$ cat src/rtl/rv_seq_ctrl.sv
// rv_seq_ctrl: multi-cycle control sequencer for the RV32I core.
// Steps each instruction through FETCH, DECODE, EXEC, optional MEM and WB,
// generating the one-cycle strobes that capture the instruction, advance or
// redirect the PC and write the register file. Illegal opcodes and memory
// timeouts park the sequencer in a sticky FAULT state until reset.
//
// Ports:
//   clk        system clock, rising edge
//   res        asynchronous active-low reset
//   run        start/continue issuing instructions
//   opcode     instr[6:0] from the instruction register
//   br_taken   branch comparator result (stable EXEC..WB)
//   imem_req   instruction fetch request     imem_ack  fetch data valid
//   dmem_req   data memory request           dmem_we   data request is a store
//   dmem_ack   data access complete
//   ir_en      load instruction register     rf_we     register file write
//   pc_inc     PC += 4                       pc_load   PC <= computed target
//   state      current state encoding        retired   completed instructions
//   fault      sticky error flag
module rv_seq_ctrl #(
  parameter int unsigned TIMEOUT = 16,
  parameter int unsigned CNT_W   = 32
) (
  input  logic             clk,
  input  logic             res,
  input  logic             run,
  input  logic [6:0]       opcode,
  input  logic             br_taken,
  output logic             imem_req,
  input  logic             imem_ack,
  output logic             dmem_req,
  output logic             dmem_we,
  input  logic             dmem_ack,
  output logic             ir_en,
  output logic             pc_inc,
  output logic             pc_load,
  output logic             rf_we,
  output logic [2:0]       state,
  output logic [CNT_W-1:0] retired,
  output logic             fault
);

  typedef enum logic [2:0] {
    S_IDLE   = 3'd0,
    S_FETCH  = 3'd1,
    S_DECODE = 3'd2,
    S_EXEC   = 3'd3,
    S_MEM    = 3'd4,
    S_WB     = 3'd5,
    S_FAULT  = 3'd7
  } state_t;

  localparam logic [6:0] OP_LUI    = 7'b0110111;
  localparam logic [6:0] OP_AUIPC  = 7'b0010111;
  localparam logic [6:0] OP_JAL    = 7'b1101111;
  localparam logic [6:0] OP_JALR   = 7'b1100111;
  localparam logic [6:0] OP_BRANCH = 7'b1100011;
  localparam logic [6:0] OP_LOAD   = 7'b0000011;
  localparam logic [6:0] OP_STORE  = 7'b0100011;
  localparam logic [6:0] OP_IMM    = 7'b0010011;
  localparam logic [6:0] OP_REG    = 7'b0110011;
  localparam logic [6:0] OP_FENCE  = 7'b0001111;
  localparam logic [6:0] OP_SYSTEM = 7'b1110011;

  // Wait counter only needs to reach TIMEOUT-1.
  localparam int unsigned WCW = (TIMEOUT > 1) ? $clog2(TIMEOUT) : 1;

  state_t           state_q, state_d;
  logic [WCW-1:0]   wait_cnt;
  logic             legal;
  logic             is_mem;
  logic             no_rf_write;
  logic             take_target;
  logic             timed_out;

  always_comb begin
    legal = 1'b0;
    case (opcode)
      OP_LUI, OP_AUIPC, OP_JAL, OP_JALR, OP_BRANCH, OP_LOAD,
      OP_STORE, OP_IMM, OP_REG, OP_FENCE, OP_SYSTEM: legal = 1'b1;
      default: legal = 1'b0;
    endcase
  end

  assign is_mem      = (opcode == OP_LOAD) || (opcode == OP_STORE);
  assign no_rf_write = (opcode == OP_BRANCH) || (opcode == OP_STORE) ||
                       (opcode == OP_FENCE)  || (opcode == OP_SYSTEM);
  assign take_target = (opcode == OP_JAL) || (opcode == OP_JALR) ||
                       ((opcode == OP_BRANCH) && br_taken);

  // Ack in the last permitted cycle is checked before this, so ack wins.
  assign timed_out = (TIMEOUT != 0) && (wait_cnt == WCW'(TIMEOUT - 1));

  always_comb begin
    state_d = state_q;
    case (state_q)
      S_IDLE:   if (run) state_d = S_FETCH;
      S_FETCH: begin
        if (imem_ack)       state_d = S_DECODE;
        else if (timed_out) state_d = S_FAULT;
      end
      S_DECODE: state_d = legal ? S_EXEC : S_FAULT;
      S_EXEC:   state_d = is_mem ? S_MEM : S_WB;
      S_MEM: begin
        if (dmem_ack)       state_d = S_WB;
        else if (timed_out) state_d = S_FAULT;
      end
      S_WB:     state_d = run ? S_FETCH : S_IDLE;
      S_FAULT:  state_d = S_FAULT;
      default:  state_d = S_FAULT;
    endcase
  end

  always_ff @(posedge clk or negedge res) begin
    if (!res) begin
      state_q <= S_IDLE;
    end else begin
      state_q <= state_d;
    end
  end

  // Counter restarts whenever FETCH or MEM is newly entered.
  always_ff @(posedge clk or negedge res) begin
    if (!res) begin
      wait_cnt <= '0;
    end else if ((state_d != state_q) &&
                 ((state_d == S_FETCH) || (state_d == S_MEM))) begin
      wait_cnt <= '0;
    end else if (((state_q == S_FETCH) && !imem_ack) ||
                 ((state_q == S_MEM) && !dmem_ack)) begin
      wait_cnt <= wait_cnt + WCW'(1);
    end
  end

  always_ff @(posedge clk or negedge res) begin
    if (!res) begin
      retired <= '0;
    end else if (state_q == S_WB) begin
      retired <= retired + CNT_W'(1);
    end
  end

  always_comb begin
    imem_req = 1'b0;
    ir_en    = 1'b0;
    dmem_req = 1'b0;
    dmem_we  = 1'b0;
    pc_inc   = 1'b0;
    pc_load  = 1'b0;
    rf_we    = 1'b0;
    case (state_q)
      S_FETCH: begin
        imem_req = 1'b1;
        ir_en    = imem_ack;
      end
      S_MEM: begin
        dmem_req = 1'b1;
        dmem_we  = (opcode == OP_STORE);
      end
      S_WB: begin
        rf_we   = !no_rf_write;
        pc_load = take_target;
        pc_inc  = !take_target;
      end
      default: ;
    endcase
  end

  assign state = state_q;
  assign fault = (state_q == S_FAULT);

endmodule

$ cat config.mk
export PLATFORM = sky130hd
export DESIGN_NAME = rv_seq_ctrl
export DESIGN_NICKNAME = d
export VERILOG_FILES = /design/src/rtl/rv_seq_ctrl.sv
export SDC_FILE = /design/constraint.sdc
export NUM_CORES = 1
export LEC_CHECK = 0
export ABC_CLOCK_PERIOD_IN_PS = 2200
export CELL_PAD_IN_SITES_DETAIL_PLACEMENT = 1
export CELL_PAD_IN_SITES_GLOBAL_PLACEMENT = 1
export CORE_ASPECT_RATIO = 1.1
export CORE_MARGIN = 2
export CORE_UTILIZATION = 37
export CTS_CLUSTER_SIZE = 8
export DETAILED_ROUTE_END_ITERATION = 12
export PLACE_DENSITY = 0.87
export REMOVE_ABC_BUFFERS = 1
export SYNTH_ARGS = -nofsm -noshare
export SYNTH_HDL_FRONTEND = slang
export SYNTH_SLANG_ARGS = --single-unit
$ cat constraint.sdc
create_clock -name clk -period 2.2 [get_ports clk]
set_input_delay 0.22 -clock clk [delete_from_list [all_inputs] [get_ports clk]]
set_output_delay 0.22 -clock clk [all_outputs]
set_load 0.02 [all_outputs]
==> summary.md <==
| Metric | Value |
|---|---|
| FF-to-FF path depth | 6 |
| Crit end category | output pin |
| CTS Sinks | 39 |
| Sequential share of power | 54.4% |
| Global-route wire length before repair | 9.11 mm |
| Clock network fraction of design power | 41.4% |
| Worst Tran Pin Value | 0.873 ns |
| Post-synth top area share | 46.4% |
| Core Area | 0.00543 mm^2 |
| Initial antenna violation count | 0 |
| Critical Path Slowest Stage Cell | clkdlybuf4s50_1 |
| Fill cells | 609 |
| Drt first pass iters | 4 |
| Htree depth | 2 |
| Die ar. | 0.00630 mm^2 |
| Mean area per synthesized cell | 10.3 um^2 |
| Reg-to-Reg End | wait_cnt[1] |
| IR drop worst, VDD | 0.346 mV |
| CTS Root Cell | clkbuf_8 |
| CTS tree | yes |
| Shortest period the worst path allows | 2.08 ns |
| Post-synth EDFFs | 0 |
| DRT iter0 DRCs | 50 |
| Number of global-route vias before repair | 1863 |
| Startpoint types | flop |
| Critical path arrival | 1.86 ns |
| Internal Power | 0.00103 W |
| Pwr Density | 451 mW/mm^2 |
| Via density per instance | 5.09 |
| Detailed-route via count | 1767 |
| #FFs+latches synth | 39 |
| Mapped cell area | 0.00210 mm^2 |
| Clock skew | 0.00599 ns |
| Overall routed net length | 5.35 mm |
| Total global-route track usage | 18.6% |
| Sw Ratio | 22.1% |
| Fin crit share | 94.8% |
| Row Count | 28 |
| Final HPWL DP | 3.93 mm |
| Hold bufs inserted after CTS | 0 |
| Cells after synthesis | 204 |
| Die width | 75.9 um |
| Crit path cell chain | buf_4 -> nor3_2 -> clkdlybuf4s50_1 |
| Critical path's largest stage delay | 0.65 ns |
| Status | completed |
| Clock insertion delay at the later pin of the skew report | 0.29 ns |
| Slew Limit Fails | 0 |
| Mean routed wirelength per cell | 15.4 um |
| Crit Path Max Fanout | 8 |
| Remaining DRCs | 0 |
| Main flop type after synthesis | dfrtp_1 |
| Layout cells sized above 1 | 13.6% |
| Clk pin slew, worst setup/hold paths | 0.08 ns |
| Area Growth Syn to Fin | 39.0% |
| IO Count | 56 |
| Final Net Count | 286 |
| Lkg Pwr | 1.30 nW |
| Cell Area, Placed | 0.00280 mm^2 |
| Post-CTS Setup Bufs | 0 |
| Fin area | 0.00292 mm^2 |
| GRT Residual Overflow | 0 |
| Ant diodes | 0 |
| Setup ws final | 0.115 ns |
| I/O Buffers | 55 |
| Reg-to-reg slack, setup | 0.15 ns |
| Max-slew headroom | 41.8% |
| Net Switching | 0.000292 W |
| Place WS | -0.0229 ns |
| Final setup violation count | 0 |
| Max Freq | 480 MHz |
| Placer Congestion | 0.818 |
| Number of hold violations in the final report | 0 |
| Pin count of the biggest net entering global routing | 40 |
| Register area share after synthesis | 46.4% |
| Post-synth top cells | dfrtp_1, xnor2_1, nor2_1 |
| WP data required | 1.98 ns |
| Antenna-violating nets left | 0 |
| Post-synth ARST share | 100% |
| Main area contributors after synthesis | dfrtp_1, xnor2_1, xor2_1 |
| Most common cell in the netlist | dfrtp_1 |
| Yosys warnings | 0 |
| Launch point of the worst reg-to-reg path | state[2] |
| Starting Density | 38.7% |
| Setup CP Type | flop to output pin |
| Synth area leader | dfrtp_1 |
| Netlist cell types | 44 |
| Hold Crit Class | input port to asynchronous set/reset pin |
| CTS buffer count | 5 |
| Number of max-cap violations | 0 |
| Longest Clk Path Bufs | 2 |
| Die H | 83.1 um |
| Comb pwr share | 4.1% |
[per-stage QoR]
step / setup TNS, ns / utilization, % / cells / total power [W] / hold slack, ns
floorplan: 0 / - / 201 / 0.000743 / -0.0756
global placement: 0 / 51.6 / 339 / 0.000787 / 0.380
detailed placement: -0.0613 / 51.6 / 339 / 0.000788 / 0.386
CTS: 0 / 53.5 / 347 / 0.00134 / 0.0636
global route: -0.00654 / 53.8 / 347 / 0.00137 / 0.0952
finish: 0 / 53.8 / 347 / 0.00132 / 0.0381
[metal layers]
layer / wire length, um / up-vias / track usage, %
met1: 2260 / 873 / 24.4
met2: 2810 / 40 / 30.5
met5: 0 / - / 0
met4: 77 / 0 / 5.58
met3: 207 / 9 / 3.52
li1: - / 845 / -
[flip-flops by register name, summed over array words and instances (netlist names)]
name and cells:
state 3, retired 32, wait_cnt 4
[logic make-up (layout without fill, tap and decap cells)]
family	count (synthesis)	after routing	share of synthesized area [%]
DFF	39	39	46.4
AOI/OAI and AO/OA	25	25	11.1
xor gates and xnor gates	34	34	14.2
buffers and inverters	13	81	2.44
muxes	2	2	1.01
and+or+nand+nor	89	89	23.7
adders and majority gates	2	2	1.19
[worst max-delay path by stage]
| stage | start | to | slack, ns | cells past startpoint |
|---|---|---|---|---|
| after floorplan | state[0] | wait_cnt[0] | 0.04 | 6 |
| after global placement | imem_ack | wait_cnt[1] | 0.03 | 7 |
| after global routing | retired[12] | retired[28] | -0.007 | 6 |
| final | state[1] | imem_req | 0.12 | 3 |
| after CTS | state[1] | ir_en | 0.009 | 4 |
| after detailed placement | imem_ack | wait_cnt[1] | -0.02 | 7 |
[power groups by stage]
| stage | Sequential [W] | Combinational [W] | Clock, W |
|---|---|---|---|
| finish | 0.000718 | 0.0000547 | 0.000546 |
| global placement | 0.000732 | 0.0000548 | 0 |
| detailed placement | 0.000732 | 0.0000559 | 0 |
| floorplan | 0.000732 | 0.0000108 | 0 |
| CTS | 0.000718 | 0.0000562 | 0.000564 |
| global route | 0.000718 | 0.0000615 | 0.000591 |
[critical path: cells and delay by family (launching register included)]
| family | cells | cell delay [ns] |
|---|---|---|
| buf+inv | 2 | 0.84 |
| flops | 1 | 0.47 |
| simple gates | 1 | 0.25 |
[repair_timing]
action,4_1_cts,5_1_grt
setup endpoints to repair,6,7
pin swaps,0,0
resized for setup,6,5
[final cells by class]
type	count	area [um^2]	area share, %
Inverter	10	37.5	1.28
Sequential cell	39	977	33.4
Multi-Input combinational cell	152	1090	37.4
Tap cell	75	93.8	3.21
Clock buffer	7	96.3	3.30
Timing Repair Buffer	63	618	21.1
Clock inverter	1	7.51	0.257
[layout by cell type, fill, tap and decap left out, types with 4 or more instances in the layout]
master,n
o21ai_0,7
xnor2_1,24
dfrtp_1,38
clkbuf_8,7
inv_1,10
nor2_1,20
xor2_1,10
nand4_1,7
dlygate4sd2_1,4
nor3_1,5
nand2_1,15
nand3_1,13
clkdlybuf4s50_1,48
buf_4,7
No activity file was read; power rests on OpenSTA's default activity.
==> variant, RTL diff (same settings) <==
Set the parameter `CNT_W` to 16 (it was 32).
--- a/src/rtl/rv_seq_ctrl.sv
+++ b/src/rtl/rv_seq_ctrl.sv
@@ -20,5 +20,5 @@
 module rv_seq_ctrl #(
   parameter int unsigned TIMEOUT = 16,
-  parameter int unsigned CNT_W   = 32
+  parameter int unsigned CNT_W   = 16
 ) (
   input  logic             clk,
Ports: changed (resized retired); port bits go from 56 to 40. No check against the original RTL was run, so the function may have changed too.
==> variant against the unedited design <==
Clock power is 65% lower. Sequential cell count is 16 lower. Global-route usage is 1.3 points lower. Combinational power grew to 18 times the old value. Worst setup slack better by 1.8 ps. Total power is 40% higher. Routed wire length is 40% lower. Cell count is 36% lower. Via count is 35% lower. Clock skew is 3.2 ps lower. Critical path type unchanged. Utilization is 0.35 points higher. Area after synthesis is 38% lower. Final area is 38% lower.
==> variant: results (changes against the unedited design) <==
The critical register-to-register path endpoint was wait_cnt[2]. The number of global-route vias before repair came out at 1225 (-34%). The maximum level of the CTS H-tree is 1 (-1), and the HPWL reported at the end of detailed placement is 2500 microns (-36%). The flip-flop and latch count after synthesis is 23 (-41%), and the number of port buffers is 39 (-29%).

The net total in the final layout is 189 (-34%). The tools report the wire length of the first global-routing pass as 5330 microns (-42%). The commonest cells after synthesis are 23 x sky130_fd_sc_hd__dfrtp_1, 13 x sky130_fd_sc_hd__nand2_1, 13 x sky130_fd_sc_hd__xnor2_1.

The run gives 0.0294 (-0.00584) as the met3 usage. The startpoint identified for the worst register-to-register timing path is wait_cnt[0]. The logs give 0.201 (-0.0429) for the global-route track usage on met1 and 0.789 (-3.6%) for the placer congestion estimate.

The flow ran to the end, and the final reports show no timing, DRC or antenna violations. Ranked by total cell area, the synthesized netlist is headed by sky130_fd_sc_hd__dfrtp_1 44%, sky130_fd_sc_hd__xnor2_1 8.7%, sky130_fd_sc_hd__and3_1 4.3%. Area share of xor/xnor cells in the synthesized design: 0.121 (-0.0211).

The post-synthesis adder-cell area fraction is 0.0191 (+0.00723). The critical path's largest stage delay was 590 ps (-60 ps). The fraction of area in clock buffers and inverters works out to 0.0144 (-0.0211).

The share of final layout cell area taken by non-clock buffers works out to 0.243 (+0.0313). The switching share of total power was 0.415 (+0.193); the maximum number of pins on one net before global-route repair was 24 (-40%). The register area share after synthesis is 0.440 (-0.0241), and the share of post-route cells with drive strength above 1 is 0.121 (-0.0146). The cell sitting at the root of the clock tree is a sky130_fd_sc_hd__clkbuf_4.

The reported leakage power was 0.864 nW (-34%); the reg-to-reg setup timing slack was 300 ps (+150 ps). The tools report the relative slew slack as 0.719 (+0.302). The run gives 98 (-36%) as the count of multi-input combinational gates.

The initial detailed-routing violation count was 32 (-36%); the worst-case vdd ir drop was 0.609 mV (+76%). The count of buffers not belonging to the clock network in the layout works out to 45 (-29%). The proportion of synthesized area in mux cells came out at 0.0153 (+0.00519).

The number of signal-net inverters in the final layout works out to 3 (-7).
-- variant: repair_timing --
item	4_1_cts	5_1_grt
hold buffers	0	0
setup endpoints to repair	6	4
gates resized for setup	4	3
hold endpoints to repair	0	0
setup buffers	0	2
-- variant: worst max-delay path by stage --
stage / endpoint / slack, ps
after floorplan: wait_cnt[0] / 380
after global placement: rf_we / 130
after detailed placement: rf_we / 80
after CTS: pc_load / 9
after global routing: pc_inc / 2
final: pc_inc / 120
-- variant: cells by family after synthesis --
logic type               Yosys count
AND/OR/NAND/NOR                   65
flip-flops                        23
XOR/XNOR                          18
AO/OA/AOI/OAI                     11
buffers and inverters              6
multiplexers                       2
adder cells (fa/ha/maj)            2
-- variant: power by group through the flow --
stage | sequential, mW | clock [mW] | combinational (mW)
6_report | 0.657 | 0.189 | 0.998
5_1_grt | 0.671 | 0.222 | 1.08
4_1_cts | 0.664 | 0.198 | 0.976
3_5_place_dp | 0.668 | 0 | 0.966
3_3_place_gp | 0.656 | 0 | 0.934
2_1_floorplan | 0.728 | 0 | 0.478
-- variant: layer usage --
layer,up-vias,wire (microns)
li1,545,-
met2,41,1680
met4,0,30
met1,556,1350
met3,4,151
met5,-,0
-- variant: metrics by stage --
| stage | hold WS, ps | instances | instance area [sq um] | power [mW] | setup slack [ps] |
|---|---|---|---|---|---|
| after CTS | 261 | 219 | 1800 | 1.84 | 9.36 |
| after floorplan | -75.6 | 124 | 1290 | 1.21 | 383 |
| after global placement | 463 | 215 | 1770 | 1.59 | 131 |
| after global routing | 253 | 221 | 1820 | 1.97 | 1.55 |
| final | 259 | 221 | 1820 | 1.84 | 117 |
| after detailed placement | 462 | 215 | 1770 | 1.63 | 83.2 |
